`config.mk`:
```
export PLATFORM = sky130hd
export DESIGN_NAME = memory_sequence_controller
export DESIGN_NICKNAME = d
export VERILOG_FILES = /design/src/rtl/memory_sequence_controller.sv
export SDC_FILE = /design/constraint.sdc
export NUM_CORES = 1
export LEC_CHECK = 0
export ABC_AREA = 1
export CAP_MARGIN = 5
export CORE_UTILIZATION = 59
export CTS_CLUSTER_DIAMETER = 100
export CTS_CLUSTER_SIZE = 20
export DETAILED_ROUTE_END_ITERATION = 10
export GPL_TIMING_DRIVEN = 0
export PLACE_DENSITY = 0.84
export SYNTH_ARGS = -nofsm -noshare
export SYNTH_HDL_FRONTEND = slang
export SYNTH_SLANG_ARGS = --single-unit
```
`constraint.sdc`:
```
create_clock -name clk -period 5 [get_ports clk]
set_input_delay 1.5 -clock clk [delete_from_list [all_inputs] [get_ports clk]]
set_output_delay 1.5 -clock clk [all_outputs]
set_load 0.01 [all_outputs]
```
`src/rtl/memory_sequence_controller.sv`:
```
// Memory-stage sequencer for stack ops, call/return and interrupt entry/exit.
// Tracks stack depth and raises a sticky error on overflow or underflow.
module memory_sequence_controller (
    input  logic        clk,
    input  logic        reset,
    input  logic        op_valid,
    input  logic [2:0]  op_code,
    input  logic        int_req,
    output logic        op_ready,
    output logic        stall,
    output logic        memory_read,
    output logic        memory_write,
    output logic        memory_push,
    output logic        memory_pop,
    output logic [1:0]  memory_address_select,
    output logic [1:0]  memory_write_src_select,
    output logic        pc_choose_memory,
    output logic        interrupt,
    output logic        flags_restore,
    output logic [10:0] stack_depth,
    output logic        stack_error
);

    typedef enum logic [3:0] {
        IDLE,
        CALL_LO,
        RET_HI,
        RET_PC,
        INT_HI,
        INT_LO,
        INT_FL,
        INT_JMP,
        RTI_LO,
        RTI_HI,
        RTI_PC
    } state_e;

    localparam logic [2:0] OP_NOP  = 3'b000;
    localparam logic [2:0] OP_LDD  = 3'b001;
    localparam logic [2:0] OP_STD  = 3'b010;
    localparam logic [2:0] OP_PUSH = 3'b011;
    localparam logic [2:0] OP_POP  = 3'b100;
    localparam logic [2:0] OP_CALL = 3'b101;
    localparam logic [2:0] OP_RET  = 3'b110;
    localparam logic [2:0] OP_RTI  = 3'b111;

    localparam logic [1:0] ADDR_STD = 2'b00;
    localparam logic [1:0] ADDR_LDD = 2'b01;
    localparam logic [1:0] ADDR_SP  = 2'b10;

    localparam logic [1:0] SRC_FLAGS = 2'b00;
    localparam logic [1:0] SRC_PC_HI = 2'b01;
    localparam logic [1:0] SRC_PC_LO = 2'b10;
    localparam logic [1:0] SRC_REG   = 2'b11;

    state_e      state_q, state_d;
    logic        pend_q, pend_d;
    logic [10:0] depth_q, depth_d;
    logic        err_q, err_d;

    always_comb begin
        state_d                 = state_q;
        pend_d                  = pend_q | int_req;
        err_d                   = err_q;
        op_ready                = 1'b0;
        stall                   = 1'b0;
        memory_read             = 1'b0;
        memory_write            = 1'b0;
        memory_push             = 1'b0;
        memory_pop              = 1'b0;
        memory_address_select   = ADDR_STD;
        memory_write_src_select = SRC_FLAGS;
        pc_choose_memory        = 1'b0;
        interrupt               = 1'b0;
        flags_restore           = 1'b0;

        if (!reset) begin
            unique case (state_q)
                IDLE: begin
                    if (pend_q) begin
                        // Pending interrupt wins over any new op.
                        stall  = 1'b1;
                        pend_d = 1'b0;
                        if (depth_q <= 11'd1021) state_d = INT_HI;
                        else                     err_d   = 1'b1;
                    end else begin
                        op_ready = 1'b1;
                        if (op_valid) begin
                            unique case (op_code)
                                OP_NOP: ;
                                OP_LDD: begin
                                    memory_read           = 1'b1;
                                    memory_address_select = ADDR_LDD;
                                end
                                OP_STD: begin
                                    memory_write            = 1'b1;
                                    memory_write_src_select = SRC_REG;
                                end
                                OP_PUSH: begin
                                    if (depth_q <= 11'd1023) begin
                                        memory_write            = 1'b1;
                                        memory_push             = 1'b1;
                                        memory_address_select   = ADDR_SP;
                                        memory_write_src_select = SRC_REG;
                                    end else begin
                                        err_d = 1'b1;
                                    end
                                end
                                OP_POP: begin
                                    if (depth_q >= 11'd1) begin
                                        memory_read           = 1'b1;
                                        memory_pop            = 1'b1;
                                        memory_address_select = ADDR_SP;
                                    end else begin
                                        err_d = 1'b1;
                                    end
                                end
                                OP_CALL: begin
                                    if (depth_q <= 11'd1022) begin
                                        memory_write            = 1'b1;
                                        memory_push             = 1'b1;
                                        memory_address_select   = ADDR_SP;
                                        memory_write_src_select = SRC_PC_HI;
                                        state_d                 = CALL_LO;
                                    end else begin
                                        err_d = 1'b1;
                                    end
                                end
                                OP_RET: begin
                                    if (depth_q >= 11'd2) begin
                                        memory_read           = 1'b1;
                                        memory_pop            = 1'b1;
                                        memory_address_select = ADDR_SP;
                                        state_d               = RET_HI;
                                    end else begin
                                        err_d = 1'b1;
                                    end
                                end
                                OP_RTI: begin
                                    if (depth_q >= 11'd3) begin
                                        memory_read           = 1'b1;
                                        memory_pop            = 1'b1;
                                        memory_address_select = ADDR_SP;
                                        flags_restore         = 1'b1;
                                        state_d               = RTI_LO;
                                    end else begin
                                        err_d = 1'b1;
                                    end
                                end
                            endcase
                        end
                    end
                end
                CALL_LO, INT_HI, INT_LO, INT_FL: begin
                    stall                 = 1'b1;
                    memory_write          = 1'b1;
                    memory_push           = 1'b1;
                    memory_address_select = ADDR_SP;
                    unique case (state_q)
                        CALL_LO: begin
                            memory_write_src_select = SRC_PC_LO;
                            state_d                 = IDLE;
                        end
                        INT_HI: begin
                            memory_write_src_select = SRC_PC_HI;
                            state_d                 = INT_LO;
                        end
                        INT_LO: begin
                            memory_write_src_select = SRC_PC_LO;
                            state_d                 = INT_FL;
                        end
                        default: begin
                            memory_write_src_select = SRC_FLAGS;
                            state_d                 = INT_JMP;
                        end
                    endcase
                end
                RET_HI, RTI_LO, RTI_HI: begin
                    stall                 = 1'b1;
                    memory_read           = 1'b1;
                    memory_pop            = 1'b1;
                    memory_address_select = ADDR_SP;
                    unique case (state_q)
                        RET_HI:  state_d = RET_PC;
                        RTI_LO:  state_d = RTI_HI;
                        default: state_d = RTI_PC;
                    endcase
                end
                RET_PC, RTI_PC: begin
                    stall            = 1'b1;
                    pc_choose_memory = 1'b1;
                    state_d          = IDLE;
                end
                INT_JMP: begin
                    stall     = 1'b1;
                    interrupt = 1'b1;
                    state_d   = IDLE;
                end
                default: state_d = IDLE;
            endcase
        end

        depth_d = depth_q + {10'd0, memory_push} - {10'd0, memory_pop};
    end

    always_ff @(posedge clk) begin
        if (reset) begin
            state_q <= IDLE;
            pend_q  <= 1'b0;
            depth_q <= 11'd0;
            err_q   <= 1'b0;
        end else begin
            state_q <= state_d;
            pend_q  <= pend_d;
            depth_q <= depth_d;
            err_q   <= err_d;
        end
    end

    assign stack_depth = reset ? 11'd0 : depth_q;
    assign stack_error = err_q & ~reset;

endmodule

```
Yosys cells after proc, flatten, opt, wreduce, memory -nomap -nowiden
Cells that the tools add are included.
{ "word_totals": {"register_bits": 17, "input_bits": 7, "out_inout_bits": 25, "word_cells": 135} }
{ "op_classes": {"add_sub_neg": 2, "order_cmp": 6, "eq_ne": 29, "mux": 80, "n_bitwise": 3, "reduce_logical": 11} }
{ "ops": {"columns": ["op", "count"], "rows": [
  ["$mux 1", 42],
  ["$le 11x10->1 const B", 3],
  ["$mux 2", 12],
  ["$mux 4", 6],
  ["$pmux 4 s3", 2],
  ["$ge 11x2->1 const B", 2],
  ["$ne 3x3->1 const B", 7],
  ["$eq 4x3->1 const B", 4],
  ["$eq 3x3->1 const B", 4],
  ["$eq 4x4->1 const B", 3],
  ["$ne 4x4->1 const B", 3],
  ["$pmux 1 s2", 6],
  ["$pmux 2 s2", 3],
  ["$pmux 2 s6", 1],
  ["$add 11x1->11", 1],
  ["$ge 11x1->1 const B", 1],
  ["$mux 11", 1],
  ["$sub 11x1->11", 1],
  ["$reduce_or 10->1", 1],
  ["$pmux 3 s3", 1],
  ["$reduce_and 9->1", 1],
  ["$eq 4x2->1 const B", 2],
  ["$pmux 4 s2", 1],
  ["$reduce_or 7->1", 1],
  ["other kinds (19)", 22]
]} }

Logic depth before layout (Yosys ltp)
Gate-level depths: netlist of run 1.
{ "logic_depth": {"depth_word": 9, "ltp_mapped": 26, "mapped_depth_nobuf": 26} }

Worst setup path after synthesis of run 1
No wires, ideal clock.
{ "synth_path": {"path_kind": "input -> register", "startpoint": "input port reset", "endpoint": "register depth_q[8]", "setup_ps": 113, "arrival_time_ps": 3725, "required_ps": 4887, "setup_slack_ps": 1162, "cell_stages": 17, "path_buffers": 2, "cell_sequence": "buf_2 inv_1 buf_2 nand2_1 inv_1 ha_1 inv_1 ha_1 inv_1 fa_1 inv_1 nand2_1 o21a_1 o21ai_1 a21oi_1 nor2_1 nor2_1"} }
{ "synth_between": {"elab_cells_between_ends": 4, "classes_between": "add/sub (2); mux (2)"} }
{ "synth_rtl": {"columns": ["element", "line_no", "source"], "rows": [
  ["start: declaration", "5", "input logic reset,"],
  ["$mux 1", "77", "if (!reset) begin"],
  ["via memory_pop", "14", "output logic memory_pop,"],
  ["$sub 11x1->11", "203", "depth_d = depth_q + {10'd0, memory_push} - {10'd0, memory_pop};"],
  ["end signal: assignment", "215", "depth_q <= depth_d;"],
  ["end: declaration", "58", "logic [10:0] depth_q, depth_d;"]
]} }
The timed path passes the listed nets, and every way through them passes these cells.
A chain may end at the register's enable or synchronous reset.

Worst setup path after layout of run 1
{ "layout_path": {"startpoint": "input port op_code[2]", "endpoint": "output port memory_address_select[1]"} }
{ "layout_between": {"elab_chain_len": 6, "elab_cells_between_ends": 11, "classes_between": "eq/ne (6); mux (5)"} }
{ "layout_rtl": {"columns": ["element", "line_no", "source"], "rows": [
  ["start: declaration", "7", "input logic [2:0] op_code,"],
  ["$eq 3x3->1 (tied with other cells)", "89", "unique case (op_code)"],
  ["$pmux 2 s6 *", "89", null],
  ["$mux 2 *", "88", "if (op_valid) begin"],
  ["$mux 2 *", "80", "if (pend_q) begin"],
  ["$pmux 2 s2 *", "78", "unique case (state_q)"],
  ["$mux 2 *", "77", null],
  ["end: declaration", "15", "output logic [1:0] memory_address_select,"]
]} }
Mark *: on every way between the ends. The rest lies on a longest branch, timed or not.

==> impl_metrics.tcl, run 1 <==
set metrics [dict create \
    initial_core_util_pct 63.93 \
    synth_top_family_by_area "simple AND/OR/NAND/NOR gates" \
    grt_max_degree 11 \
    grtUsageTotal_pct 31.57 \
    status "completed" \
    synth-simple-area-share_pct 36.93 \
    worstPathRequired_ns 3.50 \
    cts_resized 0 \
    clk_path_buf_depth 2 \
    syn_nets 365 \
    crit_family "buffers and inverters" \
    whs_ns 0.4833 \
    route.detailed.drc 0 \
    dp_cells 398 \
    std_cell_rows 20 \
    worst-path-max-fanout 5 \
    ys_seq_elements 17 \
    totalPowerFinal_mw 1.121 \
    ir_worst_vdd_uv 428.2 \
    fmax_ghz 0.2083 \
    synth_seq_area_share_pct 16.88 \
    path_clk_slew_ns 0.10 \
    nNetsFinal 400 \
    final-setup-viol-count 0 \
    h-tree-depth 1 \
    die_h_um 60.45 \
    clk_latency_ns 0.30 \
    crit_top_cell "nand2_1" \
    min_path_cells 2 \
    area_growth_pct 19.62 \
    min_path_type "flop to flop" \
    dp_hpwl_mm 4.339 \
    fp.dieArea_mm2 0.003654 \
    path_class "input pin to output pin" \
    r2r_slack_ns 1.16 \
    num_vias 2150 \
    p_leak_nw 1.298 \
    rr_startpoint "depth_q[3]$_SDFF_PP0_" \
    wl_mm 5.273 \
    r2r_end "depth_q[8]$_SDFF_PP0_" \
    clock_skew_ns 0.01191 \
    setup_slack_ns 0.1995 \
    start_kind "input pin" \
    instances_no_fill 402 \
    yosys.area.top_type_share_pct 20.48 \
    portBuffers 30 \
    crit_chain "clkdlybuf4s50_1 > nand2_1 > nor2_1 > nand2_1 > nand2_1 > nor2_1 > nand2_1 > nand2_1 > a21oi_2 > clkdlybuf4s50_1" \
    synth_area_leaders "ha_1, dfxtp_1, nand2_1" \
    grt.overflow.total 0 \
    core_mm2 0.003153 \
    min_period_ns 4.801 \
    cap_viol_max_count 0 \
    synthXorXnorAreaFrac_pct 0 \
    drive_gt1_share_pct 8.939 \
    synth.distinct_cells 32 \
    syn-cell-area_mm2 0.002016 \
    yosys-mux-area-fraction_pct 0 \
    ioPinCount 32 \
    slowest_delay_ns 0.55 \
    yosys_warnings 0 \
    maxSlewViolCount 0 \
    dpl_worst_slack_ns 0.1129 \
    antenna_left 0 \
    routabilityCongestion 1.070 \
    numCtsBuffers 3 \
    period_share_pct 96.01 \
    synthAdderAreaFrac_pct 21.48 \
    first_pass_iters 4 \
    grt_pass1_wl_mm 8.514 \
    via_per_inst 5.348 \
    postCtsHoldBufs 0 \
    holdPathEnd "err_q$_SDFFE_PP0P_" \
    tightest_slew_ns 0.5236 \
    wl_per_cell_um 13.12 \
    rsz0062_at_grt "false" \
    relSlewSlack_pct 65.09 \
    min_from "err_q$_SDFFE_PP0P_" \
    grt_pass1_vias 1852 \
    synth_compound_area_share_pct 12.66 \
    slowest_stage "clkdlybuf4s50_1" \
    final-hold-violation-count 0 \
    tritoncts "yes" \
    num_antenna_cells 0 \
    cts_setup_buffers 0 \
    rr_worst_depth 25 \
    p_per_area_mw_per_mm2 464.8 \
    endpoint_kind "output pin" \
    drtIter0Drc 208 \
    cts_root_buf "clkbuf_4" \
    clock-sinks 17 \
    critPathArrivalTime_ns 3.30 \
    synthCells 324 \
    die_w_um 60.45 \
    n_fill_cell 275 \
    antenna_found_initial 0 \
    syn_area_per_cell_um2 6.221 \
    yosysTopAreaCell "ha_1" \
    worstPathBufferInverterCount 2 \
    setup-tns-final_ns 0 \
]
cell usage after synthesis:
master     n
nand2_1   78
inv_1     48
nor2_1    41
ha_1      33
a21oi_1   23
nand3_1   22
dfxtp_1   17
inv_2     11
o21ai_1    8
nor3_1     5
o21ai_0    5
nor2_2     4
a31oi_1    2
buf_1      2
buf_2      2
nand2_4    2
nand4_1    2
nor2_8     2
nor3_2     2
o211ai_1   2
o21a_1     2
a21oi_2    1
a22oi_1    1
a41oi_1    1
and3_1     1
clkinv_1   1
fa_1       1
nand2_2    1
nand4_2    1
nor2_4     1
nor4_1     1
o21bai_1   1
power by group:
part | internal [mW] | leakage (nW) | switching, mW
clock network | 0.0298 | 0.0177 | 0.0465
registers | 0.176 | 0.140 | 0.0468
logic | 0.298 | 1.14 | 0.523
per-layer routing:
| layer | share of wire (%) | track usage (%) | vias up |
|---|---|---|---|
| li1 | - | - | 1088 |
| met1 | 48 | 45.62 | 973 |
| met2 | 42 | 48.35 | 79 |
| met3 | 7.7 | 6.610 | 10 |
| met4 | 1.3 | 7.143 | 0 |
| met5 | 0 | 0 | - |
final cells by class:
cell class | count | area (um2) | area share, %
clock buffers | 3 | 22.52 | 0.9341
well taps | 44 | 55.05 | 2.283
flip-flops and latches | 17 | 340.3 | 14.12
repair buffers | 30 | 310.3 | 12.87
inverters | 60 | 225.2 | 9.341
plain buffers | 4 | 17.52 | 0.7265
multi-input cells | 243 | 1435 | 59.52
clock inverters | 1 | 5.005 | 0.2076
flip-flops by register name (all words and copies together), names as in the netlist:
register and count:
err_q 1, state_q 4, depth_q 11, pend_q 1
cells in the final DEF (no fill, tap or decap), drive strengths merged:
master | Yosys | layout
clkdlybuf4s50 | 0 | 26
nand3 | 22 | 22
clkinv | 1 | 2
dlymetal6s2s | 0 | 4
a22oi | 1 | 1
and3 | 1 | 1
nand4 | 3 | 3
ha | 33 | 33
o211ai | 2 | 2
dfxtp | 17 | 17
a21oi | 24 | 24
fa | 1 | 1
a31oi | 2 | 2
nor2 | 48 | 48
nor4 | 1 | 1
inv | 59 | 59
o21a | 2 | 2
o21bai | 1 | 1
a41oi | 1 | 1
buf | 4 | 4
nor3 | 7 | 7
o21ai | 13 | 13
nand2 | 81 | 81
clkbuf | 0 | 3
kinds of logic after synthesis:
family | after synthesis
buffers and inverters | 64
and+or+nand+nor | 163
AOI/OAI and AO/OA | 46
adders and majority gates | 34
DFF | 17
stage by stage:
stage               area [um2]  util (%)
floorplan                 2016         -
global placement          2371     75.20
CTS                       2399     76.07
global route              2411     76.47
detailed placement        2371     75.20
finish                    2411     76.47
worst max path at each step:
stage          slack (ns)                  endpoint        from  cells after the start
6_report             0.20  memory_address_select[1]  op_code[2]                     10
5_1_grt              0.05               memory_read  op_code[2]                     10
4_1_cts              0.11               memory_push  op_code[0]                     10
3_5_place_dp         0.11               memory_push  op_code[0]                     10
3_3_place_gp         0.11               memory_push  op_code[0]                     10
2_1_floorplan        1.16     depth_q[8]$_SDFF_PP0_       reset                     17
tightest hold or removal path, cell delays in order, from the launching register on:
cell     delay (ns)
dfxtp_1        0.32
nand2_1        0.07
nand2_1        0.07
(Power assumes the default switching activity.)
==> inputs of run 2 (changes only) <==
Settings changed: PLACE_DENSITY 0.84 to unset, PLACE_DENSITY_LB_ADDON set to 0.2.
==> run 2 against run 1 <==
Compared with the run above:
- die area unchanged
- critical path depth is 2 lower
- non-clock buffer count unchanged
- register-to-register slack better by 0.08 ns
- combinational power down 3.7%
- global-route usage fell by 2.3 points
- cell count is the same
- hold slack got worse by 0.020 ns
- clock-buffer cell count unchanged
- critical path type unchanged
- largest power group unchanged
- clock power increased by 5.4%
- via count decreased by 3.2%
==> impl_metrics.tcl, run 2 (synthesized netlist as in run 1, its figures left out) <==
set metrics [dict create \
    status "completed" \
    grt_pass1_vias 1830 \
    n_fill_cell 279 \
    worstPathRequired_ns 3.50 \
    relSlewSlack_pct 67.73 \
    clk_latency_ns 0.30 \
    portBuffers 30 \
    crit_chain "clkdlybuf4s50_1 > inv_1 > nor2_8 > nand4_2 > o211ai_1 > nand2_1 > inv_1 > clkdlybuf4s50_1" \
    numCtsBuffers 3 \
    min_path_cells 2 \
    route.detailed.drc 0 \
    p_per_area_mw_per_mm2 453.0 \
    slowest_stage "clkdlybuf4s50_1" \
    setup_slack_ns 0.3835 \
    slowest_delay_ns 0.52 \
    period_share_pct 92.33 \
    initial_core_util_pct 63.93 \
    maxSlewViolCount 0 \
    die_w_um 60.45 \
    wl_per_cell_um 12.09 \
    drtIter0Drc 151 \
    mostFrequentLayoutCell "nand2_1" \
    antenna_left 0 \
    worstPathBufferInverterCount 4 \
    cts_root_buf "clkbuf_4" \
    routabilityCongestion 0.9790 \
    ir_worst_vdd_uv 376.4 \
    start_kind "input pin" \
    grt_pass1_wl_mm 8.073 \
    fmax_ghz 0.2166 \
    dpl_worst_slack_ns 0.1328 \
    std_cell_rows 20 \
    wl_mm 4.861 \
    final_core_utilization_pct 76.39 \
    top_regs "depth_q x11, state_q x4" \
    rr_worst_depth 25 \
    tightest_slew_ns 0.4840 \
    grt_max_degree 11 \
    tritoncts "yes" \
    clk_path_buf_depth 2 \
    rsz0062_at_grt "false" \
    min_path_type "flop to flop" \
    regMostFlops "depth_q" \
    antenna_found_initial 0 \
    final-setup-viol-count 0 \
    nNetsFinal 400 \
    min_period_ns 4.617 \
    die_h_um 60.45 \
    path_class "input pin to output pin" \
    first_pass_iters 4 \
    path_clk_slew_ns 0.11 \
    endpoint_kind "output pin" \
    clock-sinks 17 \
    ioPinCount 32 \
    final-hold-violation-count 0 \
    via_per_inst 5.179 \
    setup-tns-final_ns 0 \
    drive_gt1_share_pct 8.659 \
    grtUsageTotal_pct 29.26 \
    cap_viol_max_count 0 \
    largest_reg_flops 11 \
    h-tree-depth 1 \
    p_leak_nw 1.289 \
    dp_hpwl_mm 4.049 \
    critPathArrivalTime_ns 3.12 \
    area_growth_pct 19.49 \
    fp.dieArea_mm2 0.003654 \
    core_mm2 0.003153 \
    grt.overflow.total 0 \
    num_vias 2082 \
    num_antenna_cells 0 \
    worst-path-max-fanout 6 \
    crit_family "buffers and inverters" \
    clock_skew_ns 0.01061 \
    worst-path-stages 8 \
    layout_common_cells "nand2_1, inv_1, nor2_1" \
]
## run 2: cell counts in the layout (fill, tap and decap cells not counted)
Identical to the previous run, type by type.
## run 2: per-stage QoR
stage | cell area [um2] | instances | hold slack, ns | power [mW]
final | 2409 | 402 | 0.4634 | 1.091
after global routing | 2409 | 402 | 0.5085 | 1.227
after CTS | 2399 | 402 | 0.4670 | 1.081
after detailed placement | 2371 | 398 | 0.4391 | 1.000
after global placement | 2371 | 398 | 0.4370 | 0.9837
after floorplan | 2016 | 324 | 0.4211 | 0.7977
## run 2: metal layers
| layer | vias to the layer above | global-route usage, % | part of all wire (%) |
|---|---|---|---|
| met5 | - | 0 | 0 |
| met4 | 0 | 3.896 | 0.86 |
| met3 | 5 | 2.559 | 4.5 |
| met2 | 53 | 47.25 | 43 |
| met1 | 932 | 43.53 | 51 |
| li1 | 1092 | - | - |
## run 2: timing repair
item                                   in CTS  in global routing
setup buffers                               0                  0
hold buffers                                0                  0
gates resized for setup                     0                  4
setup endpoints to repair                   0                  4
endpoints found under the hold margin       0                  0
## run 2: path summary, 6_finish.rpt
check | endpoint | slack, ns | startpoint
worst max register to register | depth_q[8]$_SDFF_PP0_ | 1.24 | depth_q[7]$_SDFF_PP0_
worst min register to register | err_q$_SDFFE_PP0P_ | 0.46 | err_q$_SDFFE_PP0P_
worst min-delay path | err_q$_SDFFE_PP0P_ | 0.46 | err_q$_SDFFE_PP0P_
worst max-delay path | memory_write_src_select[0] | 0.38 | op_valid
## run 2: cell type report
class	count	area (um2)	area share (%)
multi-input cells	243	1433	59.48
flip-flops and latches	17	340.3	14.13
repair buffers	30	310.3	12.88
inverters	60	225.2	9.351
well taps	44	55.05	2.286
clock buffers	3	22.52	0.9351
plain buffers	4	17.52	0.7273
clock inverters	1	5.005	0.2078
## run 2: report_power, final
group          internal, mW  leakage, nW  switching (mW)
clock network        0.0298       0.0177          0.0506
registers             0.176        0.140          0.0433
logic                 0.293         1.13           0.498
total                 0.499         1.29           0.592
## run 2: worst min-delay path, cell delays in order, from the launching register on
cell     delay [ns]
dfxtp_1        0.32
nand2_1        0.06
nand2_1        0.06
==> inputs of run 3 (changes only) <==
Settings changed: MAX_ROUTING_LAYER set to met4.
==> run 3 against run 2 <==
Compared with the run above:
- register-to-register slack got worse by 0.11 ns
- core utilization fell by 0.16 points
- clock-buffer cell count did not move
- clock power rose by 2%
- maximum frequency fell by 4.9%
- global-route usage rose by 2.7 points
- non-clock buffer count did not move
- critical endpoint is now memory_pop
==> impl_metrics.tcl, run 3 (synthesized netlist as in run 1, its figures left out) <==
set metrics [dict create \
    ioPinCount 32 \
    maxSlewViolCount 0 \
    path_clk_slew_ns 0.10 \
    fmax_ghz 0.2061 \
    start_kind "input pin" \
    min_path_type "flop to flop" \
    period_share_pct 97.06 \
    clock-sinks 17 \
    drtIter0Drc 175 \
    clk_latency_ns 0.32 \
    cts_setup_buffers 0 \
    whs_ns 0.4724 \
    grt_pass1_wl_mm 8.355 \
    top_regs "depth_q x11, state_q x4" \
    area_growth_pct 19.24 \
    routabilityCongestion 0.9685 \
    clk_path_buf_depth 2 \
    worstPathRequired_ns 3.50 \
    p_int_mw 0.5024 \
    num_vias 2119 \
    grt_pass1_vias 1932 \
    layout_common_cells "nand2_1, inv_1, nor2_1" \
    n_fill_cell 286 \
    first_pass_iters 5 \
    antenna_left 0 \
    setup-tns-final_ns 0 \
    largest_reg_flops 11 \
    tritoncts "yes" \
    relSlewSlack_pct 65.43 \
    switching_power_mw 0.6122 \
    drive_gt1_share_pct 8.659 \
    num_antenna_cells 0 \
    grt.overflow.total 0 \
    setup_slack_ns 0.1472 \
    clkPwrFrac_pct 7.4 \
    antenna_found_initial 0 \
    route.detailed.drc 0 \
    regMostFlops "depth_q" \
    cts_root_buf "clkbuf_4" \
    multi_input_area_mm2 0.001433 \
    dp_hpwl_mm 4.198 \
    dpl_worst_slack_ns 0.1345 \
    portBuffers 30 \
    numCtsBuffers 3 \
    mostFrequentLayoutCell "nand2_1" \
    die_w_um 60.45 \
    cap_viol_max_count 0 \
    pwr-share-comb_pct 72.9 \
    worst-path-max-fanout 5 \
    wl_mm 5.153 \
    critPathArrivalTime_ns 3.35 \
    regArea_um2 340.3 \
    final_core_utilization_pct 76.23 \
    netSwitchingFraction_pct 54.92 \
    p_per_area_mw_per_mm2 463.7 \
    rsz0062_at_grt "false" \
    std_cell_rows 20 \
    min_period_ns 4.853 \
    grtUsageTotal_pct 32.00 \
    final-setup-viol-count 0 \
    p_leak_nw 1.250 \
    h-tree-depth 1 \
    path_class "input pin to output pin" \
    nNetsFinal 400 \
    core_mm2 0.003153 \
    fp.dieArea_mm2 0.003654 \
    via_per_inst 5.271 \
    final-hold-violation-count 0 \
    status "completed" \
    tightest_slew_ns 0.5186 \
    grt_max_degree 12 \
    die_h_um 60.45 \
    ir_worst_vdd_uv 385.4 \
    totalPowerFinal_mw 1.115 \
    seqPwrFrac_pct 19.7 \
    endpoint_kind "output pin" \
    clock_skew_ns 0.009994 \
    wl_per_cell_um 12.82 \
    initial_core_util_pct 63.93 \
]
-- run 3: changes by cell type in the layout (fill, tap and decap cells not counted), sizes merged --
cell and change:
dlymetal6s2s -3, clkinvlp +1, clkdlybuf4s50 +3, clkinv -1
-- run 3: path summary, 6_finish.rpt --
kind,from,to,slack (ns),cells after the start
worst max register to register,depth_q[7]$_SDFF_PP0_,depth_q[8]$_SDFF_PP0_,1.13,24
worst min-delay path,err_q$_SDFFE_PP0P_,err_q$_SDFFE_PP0P_,0.47,2
worst min register to register,err_q$_SDFFE_PP0P_,err_q$_SDFFE_PP0P_,0.47,2
worst max-delay path,op_code[1],memory_pop,0.15,10
-- run 3: cell type report --
type / count / area share [%]
multi-input combinational: 243 / 59.60
sequential: 17 / 14.16
timing repair buffer: 30 / 12.60
clock inverter: 1 / 0.3123
buffer: 4 / 0.7288
inverter: 60 / 9.370
tap: 44 / 2.290
clock buffer: 3 / 0.9370
-- run 3: timing repair --
action,in CTS,in global routing
hold buffers,0,0
setup endpoints to repair,0,2
resized for setup,0,1
-- run 3: critical path, stage by stage --
cell             delay [ns]
clkdlybuf4s50_1        0.56
nand2_1                0.11
nor2_1                 0.13
nand2_1                0.10
nand2_1                0.07
nor2_1                 0.06
o21bai_1               0.11
nand2_1                0.07
inv_1                  0.09
clkdlybuf4s50_1        0.54
-- run 3: per-layer routing --
| metal | GRT usage, % | vias up | share of wire [%] |
|---|---|---|---|
| met3 | 5.330 | 9 | 7.1 |
| met4 | 10.06 | 0 | 1.2 |
| met1 | 42.67 | 952 | 47 |
| met2 | 49.45 | 70 | 44 |
| li1 | - | 1088 | - |
| met5 | - | - | 0 |
-- run 3: power groups by stage --
| stage | Clock [mW] | Sequential (mW) | Combinational, mW |
|---|---|---|---|
| 6_report | 0.0820 | 0.220 | 0.813 |
| 4_1_cts | 0.0833 | 0.219 | 0.799 |
| 2_1_floorplan | 0 | 0.211 | 0.586 |
| 5_1_grt | 0.0889 | 0.227 | 0.927 |
| 3_3_place_gp | 0 | 0.221 | 0.766 |
| 3_5_place_dp | 0 | 0.223 | 0.788 |
-- run 3: metrics by stage --
| stage | instances | instance area [um2] |
|---|---|---|
| floorplan | 324 | 2016 |
| global placement | 398 | 2371 |
| detailed placement | 398 | 2371 |
| CTS | 402 | 2401 |
| global route | 402 | 2404 |
| finish | 402 | 2404 |
